### src/rtl/tone_period_classifier.sv
// tone_period_classifier: measures rising-edge periods of a squared tone and
// locks one of five bands. Define TONE_GLITCH_FILTER_EN to add a debounce stage.
module tone_period_classifier #(
  parameter int BAND_P1 = 50000,
  parameter int BAND_P2 = 33333,
  parameter int BAND_P3 = 25000,
  parameter int BAND_P4 = 20000,
  parameter int BAND_P5 = 16667,
  parameter int TOL     = 1000,
  parameter int HITS    = 8,
  parameter int TIMEOUT = 65535
) (
  input  logic clk,
  input  logic rst_n,
  input  logic tone_in,
  output logic bp1,
  output logic bp2,
  output logic bp3,
  output logic bp4,
  output logic bp5,
  output logic locked
);

  typedef enum logic [1:0] {
    S_IDLE,
    S_MEAS,
    S_LOCK
  } state_t;

  localparam logic [16:0] TMO   = 17'(TIMEOUT);
  localparam logic [7:0]  HITS8 = 8'(HITS);

  localparam logic [16:0] LO [5] = '{
    17'(BAND_P1 - TOL), 17'(BAND_P2 - TOL), 17'(BAND_P3 - TOL),
    17'(BAND_P4 - TOL), 17'(BAND_P5 - TOL)
  };
  localparam logic [16:0] HI [5] = '{
    17'(BAND_P1 + TOL), 17'(BAND_P2 + TOL), 17'(BAND_P3 + TOL),
    17'(BAND_P4 + TOL), 17'(BAND_P5 + TOL)
  };

  logic        sync1;
  logic        sync2;
  logic        lvl;
  logic        sync3;
  logic        edge_q;
  logic [16:0] cnt;
  logic [7:0]  hit;
  logic [7:0]  hit_new;
  logic [2:0]  cls;
  logic [2:0]  cls_new;
  logic        timeout;
  state_t      state;
  state_t      state_nx;
  logic [4:0]  bp_d;
  logic [4:0]  bp_q;
  logic        lock_d;

  // Two-flop synchronizer, level delay and registered edge pulse
  always_ff @(posedge clk or negedge rst_n) begin
    if (!rst_n) begin
      sync1  <= 1'b0;
      sync2  <= 1'b0;
      sync3  <= 1'b0;
      edge_q <= 1'b0;
    end else begin
      sync1  <= tone_in;
      sync2  <= sync1;
      sync3  <= lvl;
      edge_q <= lvl & ~sync3;
    end
  end

`ifdef TONE_GLITCH_FILTER_EN
  logic       filt;
  logic [1:0] fcnt;

  // Debounce: follow sync2 only after 4 consecutive differing samples
  always_ff @(posedge clk or negedge rst_n) begin
    if (!rst_n) begin
      filt <= 1'b0;
      fcnt <= 2'd0;
    end else if (sync2 == filt) begin
      fcnt <= 2'd0;
    end else if (fcnt == 2'd3) begin
      filt <= sync2;
      fcnt <= 2'd0;
    end else begin
      fcnt <= fcnt + 2'd1;
    end
  end

  assign lvl = filt;
`else
  assign lvl = sync2;
`endif

  // Period counter: 1 on the edge cycle, then counts up to TIMEOUT
  always_ff @(posedge clk or negedge rst_n) begin
    if (!rst_n) begin
      cnt <= 17'd0;
    end else if (edge_q) begin
      cnt <= 17'd1;
    end else if (cnt != TMO) begin
      cnt <= cnt + 17'd1;
    end
  end

  // Band match on the current count; descending loop so lowest band wins
  always_comb begin
    cls_new = 3'd0;
    for (int k = 4; k >= 0; k--) begin
      if (cnt >= LO[k] && cnt <= HI[k]) begin
        cls_new = 3'(k + 1);
      end
    end
  end

  // Hit count for this edge and the no-edge timeout condition
  always_comb begin
    hit_new = {7'd0, cls_new != 3'd0};
    if (cls_new != 3'd0 && cls_new == cls) begin
      hit_new = (hit >= HITS8) ? HITS8 : hit + 8'd1;
    end
    timeout = (cnt == TMO) && !edge_q;
  end

  // Stored class and hit counter, updated on edges with a reference
  always_ff @(posedge clk or negedge rst_n) begin
    if (!rst_n) begin
      cls <= 3'd0;
      hit <= 8'd0;
    end else if (state != S_IDLE) begin
      if (edge_q) begin
        cls <= cls_new;
        hit <= hit_new;
      end else if (timeout) begin
        cls <= 3'd0;
        hit <= 8'd0;
      end
    end
  end

  // FSM state register
  always_ff @(posedge clk or negedge rst_n) begin
    if (!rst_n) begin
      state <= S_IDLE;
    end else begin
      state <= state_nx;
    end
  end

  // FSM next state
  always_comb begin
    state_nx = state;
    unique case (state)
      S_IDLE: begin
        if (edge_q) state_nx = S_MEAS;
      end
      S_MEAS: begin
        if (edge_q) begin
          if (cls_new != 3'd0 && hit_new >= HITS8) state_nx = S_LOCK;
        end else if (timeout) begin
          state_nx = S_IDLE;
        end
      end
      S_LOCK: begin
        if (edge_q) begin
          if (cls_new != cls) state_nx = S_MEAS;
        end else if (timeout) begin
          state_nx = S_IDLE;
        end
      end
      default: state_nx = S_IDLE;
    endcase
  end

  // FSM outputs: one-hot band decode while locked
  always_comb begin
    bp_d   = 5'd0;
    lock_d = 1'b0;
    if (state == S_LOCK && cls != 3'd0) begin
      bp_d   = 5'b00001 << (cls - 3'd1);
      lock_d = 1'b1;
    end
  end

  // Output register
  always_ff @(posedge clk or negedge rst_n) begin
    if (!rst_n) begin
      bp_q   <= 5'd0;
      locked <= 1'b0;
    end else begin
      bp_q   <= bp_d;
      locked <= lock_d;
    end
  end

  assign bp1 = bp_q[0];
  assign bp2 = bp_q[1];
  assign bp3 = bp_q[2];
  assign bp4 = bp_q[3];
  assign bp5 = bp_q[4];

endmodule
### config.mk
export PLATFORM = sky130hd
export DESIGN_NAME = tone_period_classifier
export DESIGN_NICKNAME = d
export VERILOG_FILES = /design/src/rtl/tone_period_classifier.sv
export SDC_FILE = /design/constraint.sdc
export NUM_CORES = 1
export LEC_CHECK = 0
export CAP_MARGIN = 40
export CORE_ASPECT_RATIO = 0.9
export CORE_MARGIN = 5
export CORE_UTILIZATION = 62
export CTS_CLUSTER_DIAMETER = 60
export DETAILED_ROUTE_END_ITERATION = 6
export GPL_ROUTABILITY_DRIVEN = 0
export HOLD_SLACK_MARGIN = 0.15
export MAX_ROUTING_LAYER = met4
export PLACE_DENSITY = 0.81
export REMOVE_ABC_BUFFERS = 1
export SYNTH_ARGS = -nofsm -noshare
export SYNTH_HDL_FRONTEND = slang
export SYNTH_SLANG_ARGS = --single-unit
### constraint.sdc
create_clock -name clk -period 3.92 [get_ports clk]
set_input_delay 0.392 -clock clk [delete_from_list [all_inputs] [get_ports clk]]
set_output_delay 0.392 -clock clk [all_outputs]
set_load 0.05 [all_outputs]
==> run summary, run 1 <==
Yosys Warn Count: 0
Final Skew: 4.716 ps
IO buf count: 8
Hold-critical path depth: 0
Final nets: 277
Die Wd: 76.97 um
Resized Gates After CTS: 0
WS Path Type: flip-flop to flip-flop
Primary FF master, synth: dfrtp_1
Critical Path AT: 3010 ps
Final Setup Violations: 0
Hpwl dp: 3.660 mm
FFs w/ async S/R, synth: 1.000
Met1 wire length: 2.518 mm
LEAKAGE: 0.001152 uW
Clk buf depth: 2
Via Count: 2103
Sequential area share after synthesis: 0.4000
Hold Path Class: flip-flop to flip-flop
Worst setup path startpoint: cnt[6]
Setup TNS Final: 0 ps
Final hold slack: 365.3 ps
DRT Wirelength: 5.279 mm
Post-route cell area: 0.002694 sq mm
Outcome: finished, final reports clean
Number of synthesized flops with an enable pin: 0
Num Clock Sinks: 40
First-pass GRT wire length: 9.197 mm
Reg-to-reg critical path startpoint: cnt[6]
Max_cap viols: 0
Pwr Total: 901.4 uW
Via-to-Cell Ratio: 6.697
CTS tree: built
Critical path launch point type: flip-flop
Top post-synthesis cells by count: dfrtp_1, nor2_1, nand2_1
Postcts setup bufs: 0
Clk Latency, worst-skew pair: 290 ps
CTS Hold Bufs: 1
Final period util: 0.7191
Hold_sp: sync1
Hold Fails Final Rpt: 0
Met3 WL: 431 um
Dominant cell by count in the synthesized netlist: dfrtp_1
Layout cells sized above 1: 0.08582
Pin count of the biggest net entering global routing: 23
CTS buffer count: 5
Total gr overflow: 0
Initial DRC count: 468
Vias in the first global route: 1903
Clock-pin slew on the worst setup and hold paths: 80 ps
Max IR drop VDD: 377.2 uV
Final ANT Viol Nets: 0
Mapped Cells: 272
Synth area leaders: dfrtp_1, nor2_1, ha_1
Die Span Y: 70.27 um
Total die area: 0.005408 sq mm
Yosys reg bits: 40
Worst r2r path cells: 8
RSZ-0062 raised after global routing: false
Starting Density: 0.6568
Mapped cell area: 0.002502 sq mm
Crit path required time: 4110 ps
H-tree Lvls: 2
Syn_area_per_cell: 9.200 sq um
Rows: 21
CP max FO: 17
Clk root buf: clkbuf_8
Post-route minimum period: 2819 ps
Core area: 0.003810 sq mm
Critical path capture point type: flip-flop
Area leader, netlist: dfrtp_1
Top cell type's share of synthesized area: 0.4000
Area grow syn2layout: 7.650%
Wirelength per Cell: 16.81 um
Top sig layer: met4
Length of the first detailed-routing pass in iterations: 5
Achievable Freq: 354.7 MHz
Util after Layout: 0.7071
Total Routing Usage GR: 0.2124
Dpl cell area: 0.002572 sq mm
Max-slew violations: 0
Initial antenna violation count: 0
N_diodes: 0
Distinct cells, synth: 63
Met2 WL: 2.257 mm
DRC Markers: 0
Slew @ Worst Pin: 740.7 ps
Io pins: 9
Slew HR: 0.5062
Pwr/cell area: 334.6 mW/mm^2
[through the flow]
stage | worst slack (ps) | instances
final | 1101 | 314
after global routing | 850.6 | 314
after CTS | 1149 | 314
after detailed placement | 1211 | 305
after global placement | 1180 | 304
after floorplan | 1461 | 250
[layout by cell type (no fill, tap or decap), types with 4 or more instances in the layout]
| cell type | Yosys | final |
|---|---|---|
| nand3_1 | 8 | 8 |
| nand2_1 | 21 | 21 |
| a21oi_1 | 11 | 11 |
| clkdlybuf4s50_1 | 0 | 7 |
| o21ai_0 | 12 | 12 |
| nor3_1 | 10 | 10 |
| nor2_1 | 24 | 24 |
| xor2_1 | 8 | 8 |
| inv_1 | 9 | 9 |
| ha_1 | 7 | 7 |
| nor2b_1 | 4 | 4 |
| nor4_1 | 5 | 5 |
| or3_1 | 6 | 6 |
| xnor2_1 | 6 | 6 |
| clkbuf_8 | 0 | 5 |
| and2_1 | 5 | 5 |
| dfrtp_1 | 40 | 40 |
| nand4_1 | 6 | 6 |
[critical path: stages, from the launching register on]
cell      delay (ps)
dfrtp_1          570
or3_1            500
o41ai_1          300
nand3_1          130
a211oi_1         360
nor2_1           190
xnor2_2          270
nor4b_2           90
a221oi_1         310
[cell families (layout without fill, tap and decap cells)]
| family | Yosys count | in the layout | share of synthesized area |
|---|---|---|---|
| adders and majority gates | 7 | 7 | 0.03500 |
| buffers and inverters | 31 | 27 | 0.04950 |
| AOI/OAI and AO/OA | 58 | 58 | 0.1755 |
| and+or+nand+nor | 120 | 120 | 0.2805 |
| xor gates and xnor gates | 15 | 15 | 0.05550 |
| DFF | 40 | 40 | 0.4000 |
| muxes | 1 | 1 | 0.004000 |
[registers in the layout, indices dropped and copies added (netlist names), 2 cells and up]
| signal | flops |
|---|---|
| cnt | 17 |
| state | 2 |
| cls | 3 |
| hit | 8 |
| bp_q | 5 |
[final cells by class]
class	count	area, sq um
Clock inverter	3	42.54
Clock buffer	5	68.82
Tap cell	46	57.56
Fill cell	278	1116
Multi-Input combinational cell	201	1378
Sequential cell	40	1001
Inverter	9	33.78
Timing Repair Buffer	10	112.6
[metal layers]
layer	global-route usage	vias to the layer above
li1	-	989
met3	0.04884	13
met4	0.06214	0
met2	0.2846	97
met1	0.3170	1004
met5	-	-
[worst paths after layout]
check	endpoint	slack [ps]
hold / removal	lvl	370
setup / recovery	state[0]	1100
hold reg to reg	lvl	370
setup reg to reg	state[0]	1100
max in group asynchronous	cnt[6]	2870
min in group asynchronous	cnt[14]	590
[where the power goes]
part / total [uW] / internal, uW / switching (uW) / leakage (uW)
clock: 330 / 188 / 141 / 0.0000541
sequential: 483 / 430 / 52.7 / 0.000539
combinational: 88.9 / 39.6 / 49.4 / 0.000558
Note: power is estimated with default switching activity, not from simulation.
==> run 2, diff against run 1 <==
--- a/config.mk
+++ b/config.mk
@@ -8,13 +8,13 @@
 export CAP_MARGIN = 40
 export CORE_ASPECT_RATIO = 0.9
 export CORE_MARGIN = 5
-export CORE_UTILIZATION = 62
+export CORE_UTILIZATION = 55
 export CTS_CLUSTER_DIAMETER = 60
 export DETAILED_ROUTE_END_ITERATION = 6
 export GPL_ROUTABILITY_DRIVEN = 0
 export HOLD_SLACK_MARGIN = 0.15
 export MAX_ROUTING_LAYER = met4
-export PLACE_DENSITY = 0.81
+export PLACE_DENSITY = 0.76
 export REMOVE_ABC_BUFFERS = 1
 export SYNTH_ARGS = -nofsm -noshare
 export SYNTH_HDL_FRONTEND = slang
==> constraint.sdc (replaced) <==
create_clock -name clk -period 2.4 [get_ports clk]
set_input_delay 0.24 -clock clk [delete_from_list [all_inputs] [get_ports clk]]
set_output_delay 0.24 -clock clk [all_outputs]
set_load 0.05 [all_outputs]
==> run 2 against run 1 <==
Compared with the run above:
- the run now ends with setup timing left
- critical path depth up 5
- maximum frequency increased by 2.0%
- register-to-register slack got worse by 1500 ps
- utilization is 8.7 points higher
- global-route usage grew 3.9 points
- sequential share of layout area down 8.4 points
- sequential power rose by 60%
- largest cell class unchanged
==> run summary, run 2 (synthesis results as in run 1) <==
Outcome: complete, but fails checks
Failing checks: setup timing
First-pass GRT wire length: 11.16 mm (+21%)
Num Clock Sinks: 40 (unchanged)
Max-slew violations: 0 (unchanged)
IO buf count: 8 (unchanged)
CTS tree: built
Achievable Freq: 361.7 MHz (+2.0%)
CTS buffer count: 5 (unchanged)
DRC Markers: 0 (unchanged)
Setup TNS Final: -1644 ps (-1644 ps)
Top reg by flops: cnt
Clk root buf: clkbuf_8
GRT met1 Usage: 0.3292 (+0.01220)
Via-to-Cell Ratio: 6.438 (-3.9%)
Total gr overflow: 0 (unchanged)
Area grow syn2layout: 40.55%
H-tree Lvls: 2 (unchanged)
Final nets: 342 (+23%)
CP dominant cell by count: buf_4
Via Count: 2543 (+21%)
Final ANT Viol Nets: 0 (unchanged)
Length of the first detailed-routing pass in iterations: 5 (unchanged)
Hold Fails Final Rpt: 0 (unchanged)
Post-route minimum period: 2765 ps (-54.39 ps)
LEAKAGE: 0.001528 uW (+33%)
Vias in the first global route: 2287 (+20%)
GRT Max-Usage Layer: met2
M3 GR Usage: 0.04964 (+0.0007936)
Core area: 0.004432 sq mm (+16%)
Final hold slack: 363.4 ps (-1.905 ps)
Total die area: 0.006001 sq mm (+11%)
Total Routing Usage GR: 0.2511 (+0.03866)
Critical Path AT: 2950 ps (-60 ps)
CP max FO: 6 (-11)
Final setup margin: -364.6 ps (-1466 ps)
Initial antenna violation count: 0 (unchanged)
Die Span Y: 73.99 um (+5.3%)
DRT Wirelength: 7.701 mm (+46%)
Max_cap viols: 0 (unchanged)
Rows: 23 (+9.5%)
Pwr/cell area: 484.9 mW/mm^2 (+45%)
Io pins: 9 (unchanged)
Critical path launch point type: flip-flop
Util after Layout: 0.7936 (+0.08656)
Initial DRC count: 306 (-35%)
Clk Latency, worst-skew pair: 300 ps (about the same)
Slew HR: 0.5181 (+0.01190)
Worst Path Buf+Inv: 5 (+5)
Slew @ Worst Pin: 715.3 ps (-25.41 ps)
Met2 usage: 0.3883 (+0.1037)
N_diodes: 0 (unchanged)
CP delay by family, top: buffers and inverters
Worst path cell trace: buf_6, inv_2, ha_4, nor4b_1, nand4b_1, o211ai_1, buf_4, buf_4, a211oi_4, xnor2_2, buf_4, nor3_2, a32o_1
Final Skew: 12.93 ps (+8.218 ps)
Final Setup Violations: 6 (+6)
WS Path Type: flip-flop to flip-flop
Final period util: 1.152 (+0.4328)
RSZ-0062 raised after global routing: true
Crit path required time: 2580 ps (-1530 ps)
Layout cells sized above 1: 0.4144 (+0.3286)
Pin count of the biggest net entering global routing: 25 (+8.7%)
Max reg flops: 17 (unchanged)
Hpwl dp: 4.615 mm (+26%)
Commonest non-fill, non-tap cells in the layout: buf_4, dfrtp_1, nor2_1
Hold Path Class: flip-flop to flip-flop
Pwr Total: 1706 uW (+89%)
Clk buf depth: 2 (unchanged)
Max IR drop VDD: 501.6 uV (+33%)
CP max stage cell: dfrtp_2
Die Wd: 81.10 um (+5.4%)
Clock-pin slew on the worst setup and hold paths: 90 ps (about the same)
Wirelength per Cell: 19.50 um (+16%)
CP max stage delay: 470 ps (-100 ps)
Commonest non-fill, non-tap cell in the layout: buf_4
Largest registers: cnt x17, hit x8, bp_q x5
Starting Density: 0.5647 (-0.09216)
Critical path capture point type: flip-flop
[run 2: metal layers]
metal	part of all wire	wire [um]
met1	0.39	3040
met2	0.47	3644
met3	0.088	681
met4	0.044	335
met5	0	0
[run 2: layout make-up]
class / instances / area, sq um
multi-input combinational: 201 / 1655
tap: 62 / 77.57
inverter: 9 / 33.78
clock buffer: 5 / 68.82
timing repair buffer: 75 / 624.3
sequential: 40 / 1011
clock inverter: 3 / 46.29
fill: 269 / 914.6
[run 2: what timing repair did]
| action | in CTS | in global routing |
|---|---|---|
| endpoints found under the hold margin | 16 | 0 |
| pin swaps | 10 | 21 |
| hold buffers | 1 | 0 |
| cloned | 0 | 0 |
| setup buffers | 2 | 8 |
| gates resized for setup | 17 | 46 |
| setup endpoints to repair | 9 | 13 |
[run 2: path summary, 6_finish.rpt]
kind / startpoint / to / depth (start not counted) / slack, ps
max reg2reg: cnt[1] / hit[3] / 13 / -360
max: cnt[1] / hit[3] / 13 / -360
min reg2reg: sync1 / lvl / 0 / 360
min: sync1 / lvl / 0 / 360
min in group asynchronous: rst_n / bp_q[4] / 2 / 420
max in group asynchronous: rst_n / hit[6] / 3 / 1510
[run 2: metrics by stage]
stage / setup slack [ps] / cell area (sq um) / std cells
finish: -364.6 / 3517 / 395
global route: -407.5 / 3517 / 395
CTS: -55.78 / 3251 / 388
detailed placement: -279.1 / 3025 / 377
global placement: -157.3 / 2998 / 376
floorplan: -58.80 / 2412 / 250
[run 2: power breakdown]
group / total, uW / switching, uW / internal [uW]
clock: 576 / 262 / 313
sequential: 772 / 62.9 / 709
combinational: 358 / 192 / 166
total: 1710 / 517 / 1190
==> run 3, diff against run 2 <==
--- a/config.mk
+++ b/config.mk
@@ -8,13 +8,14 @@
 export CAP_MARGIN = 40
 export CORE_ASPECT_RATIO = 0.9
 export CORE_MARGIN = 5
-export CORE_UTILIZATION = 55
+export CORE_UTILIZATION = 57
 export CTS_CLUSTER_DIAMETER = 60
 export DETAILED_ROUTE_END_ITERATION = 6
+export DONT_BUFFER_PORTS = 1
 export GPL_ROUTABILITY_DRIVEN = 0
 export HOLD_SLACK_MARGIN = 0.15
 export MAX_ROUTING_LAYER = met4
-export PLACE_DENSITY = 0.76
+export PLACE_DENSITY = 0.75
 export REMOVE_ABC_BUFFERS = 1
 export SYNTH_ARGS = -nofsm -noshare
 export SYNTH_HDL_FRONTEND = slang
==> run 3 against run 2 <==
Compared with the run above:
- the run still ends with setup timing left
- utilization increased by 5.6 points
- count of clock-buffer cells in the layout increased by 1
- worst setup slack improved by 130 ps
- cell count decreased by 1.5%
- flip-flop and latch count unchanged
- hold slack improved by 1.8 ps
- critical path depth decreased by 4
- critical endpoint is now state[1]
==> run summary, run 3 (synthesis results as in run 1) <==
Outcome: complete, but fails checks
Failing checks: setup timing
Multi-input logic area: 0.001715 sq mm (+3.6%)
Commonest non-fill, non-tap cells in the layout: buf_4, dfrtp_1, nand2_1
Final period util: 1.098 (-0.05433)
Final setup margin: -234.2 ps (+130.4 ps)
Hold Crit Endpoint: lvl
Achievable Freq: 379.6 MHz (+5.0%)
Rows: 22 (-4.3%)
Clk Latency, worst-skew pair: 290 ps (about the same)
Core area: 0.004156 sq mm (-6.2%)
CP max FO: 6 (unchanged)
Slew HR: 0.4912 (-0.02694)
Via Count: 2549 (+0.24%)
RSZ-0062 raised after global routing: true
Final Skew: 5.802 ps (-7.132 ps)
Clock-pin slew on the worst setup and hold paths: 80 ps (about the same)
Starting Density: 0.6020 (+0.03739)
Hold_sp: sync1
Final ANT Viol Nets: 0 (unchanged)
Max_cap viols: 0 (unchanged)
Total Routing Usage GR: 0.2467 (-0.004378)
CP max stage delay: 440 ps (-30 ps)
Worst Path Buf+Inv: 1 (-4)
First-pass GRT wire length: 10.85 mm (-2.8%)
Pwr/cell area: 459.2 mW/mm^2 (-5.3%)
CTS tree: built
Largest registers: cnt x17, hit x8, bp_q x5
Io pins: 9 (unchanged)
Area grow syn2layout: 41.10%
IO buf count: 0 (-8)
Wirelength per Cell: 20.69 um (+6.1%)
FF+latch area: 0.001015 sq mm (+0.37%)
Worst r2r path cells: 9 (-4)
DRC Markers: 0 (unchanged)
Initial DRC count: 364 (+19%)
Pin count of the biggest net entering global routing: 41 (+64%)
Critical path launch point type: flip-flop
Reg2reg end: state[1]
Critical Path AT: 2860 ps (-90 ps)
Util after Layout: 0.8495 (+0.05587)
Slew @ Worst Pin: 755.3 ps (+39.99 ps)
H-tree Lvls: 2 (unchanged)
Worst path depth: 9 (-4)
Max IR drop VDD: 592.8 uV (+18%)
Worst path cell trace: or3_4, nor3_2, a41oi_4, a211oi_4, buf_4, nor4b_4, nand3b_1, o21ai_0, a21o_1
Final std cells w/o fill: 389 (-1.5%)
Hpwl dp: 4.440 mm (-3.8%)
Fill cells: 205 (-24%)
Max reg flops: 17 (unchanged)
Clk root buf: clkbuf_8
Cell Int Power: 1167 uW (-1.8%)
Hold-critical path depth: 0 (unchanged)
Total die area: 0.005817 sq mm (-3.1%)
Reg-to-reg critical path startpoint: cnt[5]
Crit path required time: 2630 ps (+50 ps)
Die Span Y: 72.86 um (-1.5%)
Max-slew violations: 0 (unchanged)
Clock power share: 0.335 (-0.003)
Top reg by flops: cnt
Critical path capture point type: flip-flop
Via-to-Cell Ratio: 6.553 (+1.8%)
Sequential share of power: 0.458 (+0.005)
Dpl cell area: 0.002878 sq mm (-4.9%)
Vias in the first global route: 2204 (-3.6%)
Gate power share: 0.208 (-0.002)
Switch Pwr: 454.7 uW (-12%)
Switching Share: 0.2804 (-0.02275)
Initial antenna violation count: 0 (unchanged)
Pre-CTS setup slack: -160.8 ps (+118.3 ps)
Commonest non-fill, non-tap cell in the layout: buf_4
R2R setup slack: -230 ps (+130 ps)
Num Clock Sinks: 40 (unchanged)
Total gr overflow: 0 (unchanged)
Cells after DPL: 362 (-4.0%)
Hold Path Class: flip-flop to flip-flop
Hold Fails Final Rpt: 0 (unchanged)
Post-route cell area: 0.003531 sq mm (+0.39%)
Final Setup Violations: 6 (unchanged)
LEAKAGE: 0.001556 uW (+1.8%)
Length of the first detailed-routing pass in iterations: 5 (unchanged)
Post-route minimum period: 2634 ps (-130.4 ps)
CP max stage cell: dfrtp_2
WS Path Type: flip-flop to flip-flop
DRT Wirelength: 8.048 mm (+4.5%)
Final nets: 338 (-1.2%)
Layout cells sized above 1: 0.4377 (+0.02328)
Die Wd: 79.84 um (-1.6%)
Clk buf depth: 2 (unchanged)
CP delay by family, top: compound AO/OA/AOI/OAI gates
CTS buffer count: 5 (unchanged)
N_diodes: 0 (unchanged)
-- run 3: cell types whose count changed in the layout (fill, tap and decap cells not counted), sizes merged --
cell           before  now
dlygate4sd3         1    2
clkinvlp            1    0
clkinv              0    1
buf                67   69
inv                10    9
clkbuf              5    6
clkdlybuf4s50       7    0
-- run 3: power by group through the flow --
stage                     logic (uW)  registers (uW)  clock network, uW
after floorplan                 95.9             776                  0
after global placement           273             746                  0
after detailed placement         280             749                  0
after CTS                        313             736                550
after global routing             367             748                582
final                            337             742                543
-- run 3: what timing repair did --
action | in CTS | in global routing
hold buffers | 3 | 0
hold endpoints to repair | 41 | 0
endpoints found under the setup margin | 6 | 13
buffers inserted | 7 | 13
pin swaps | 14 | 28
resized for setup | 18 | 62
cloned | 0 | 0
-- run 3: final cells by class --
cell class / count / area share
inverters: 9 / 0.009568
clock inverters: 2 / 0.009922
well taps: 60 / 0.02126
flip-flops and latches: 40 / 0.2874
repair buffers: 71 / 0.1655
multi-input cells: 201 / 0.4858
clock buffers: 6 / 0.02055
-- run 3: layer usage --
metal / up-vias / GRT usage / wire length (um)
met5: - / - / 0
met4: 0 / 0.06754 / 314
met3: 42 / 0.06543 / 789
met2: 167 / 0.3698 / 3643
met1: 1227 / 0.3323 / 3301
li1: 1113 / - / -
-- run 3: how the worst max path moves through the flow --
| stage | start | endpoint |
|---|---|---|
| final | cnt[5] | state[1] |
| after global routing | cnt[5] | state[1] |
| after CTS | cnt[9] | state[0] |
| after detailed placement | cnt[0] | state[0] |
| after global placement | cnt[5] | hit[0] |
| after floorplan | cnt[12] | state[0] |
-- run 3: stage by stage --
step           power (uW)  TNS [ps]  hold slack (ps)
4_1_cts              1599    -226.6            363.0
5_1_grt              1697     -1297            377.6
6_report             1621    -785.8            365.3
3_3_place_gp         1019    -371.8           -54.66
2_1_floorplan       872.0    -155.1           -55.59
3_5_place_dp         1029    -504.4           -54.72
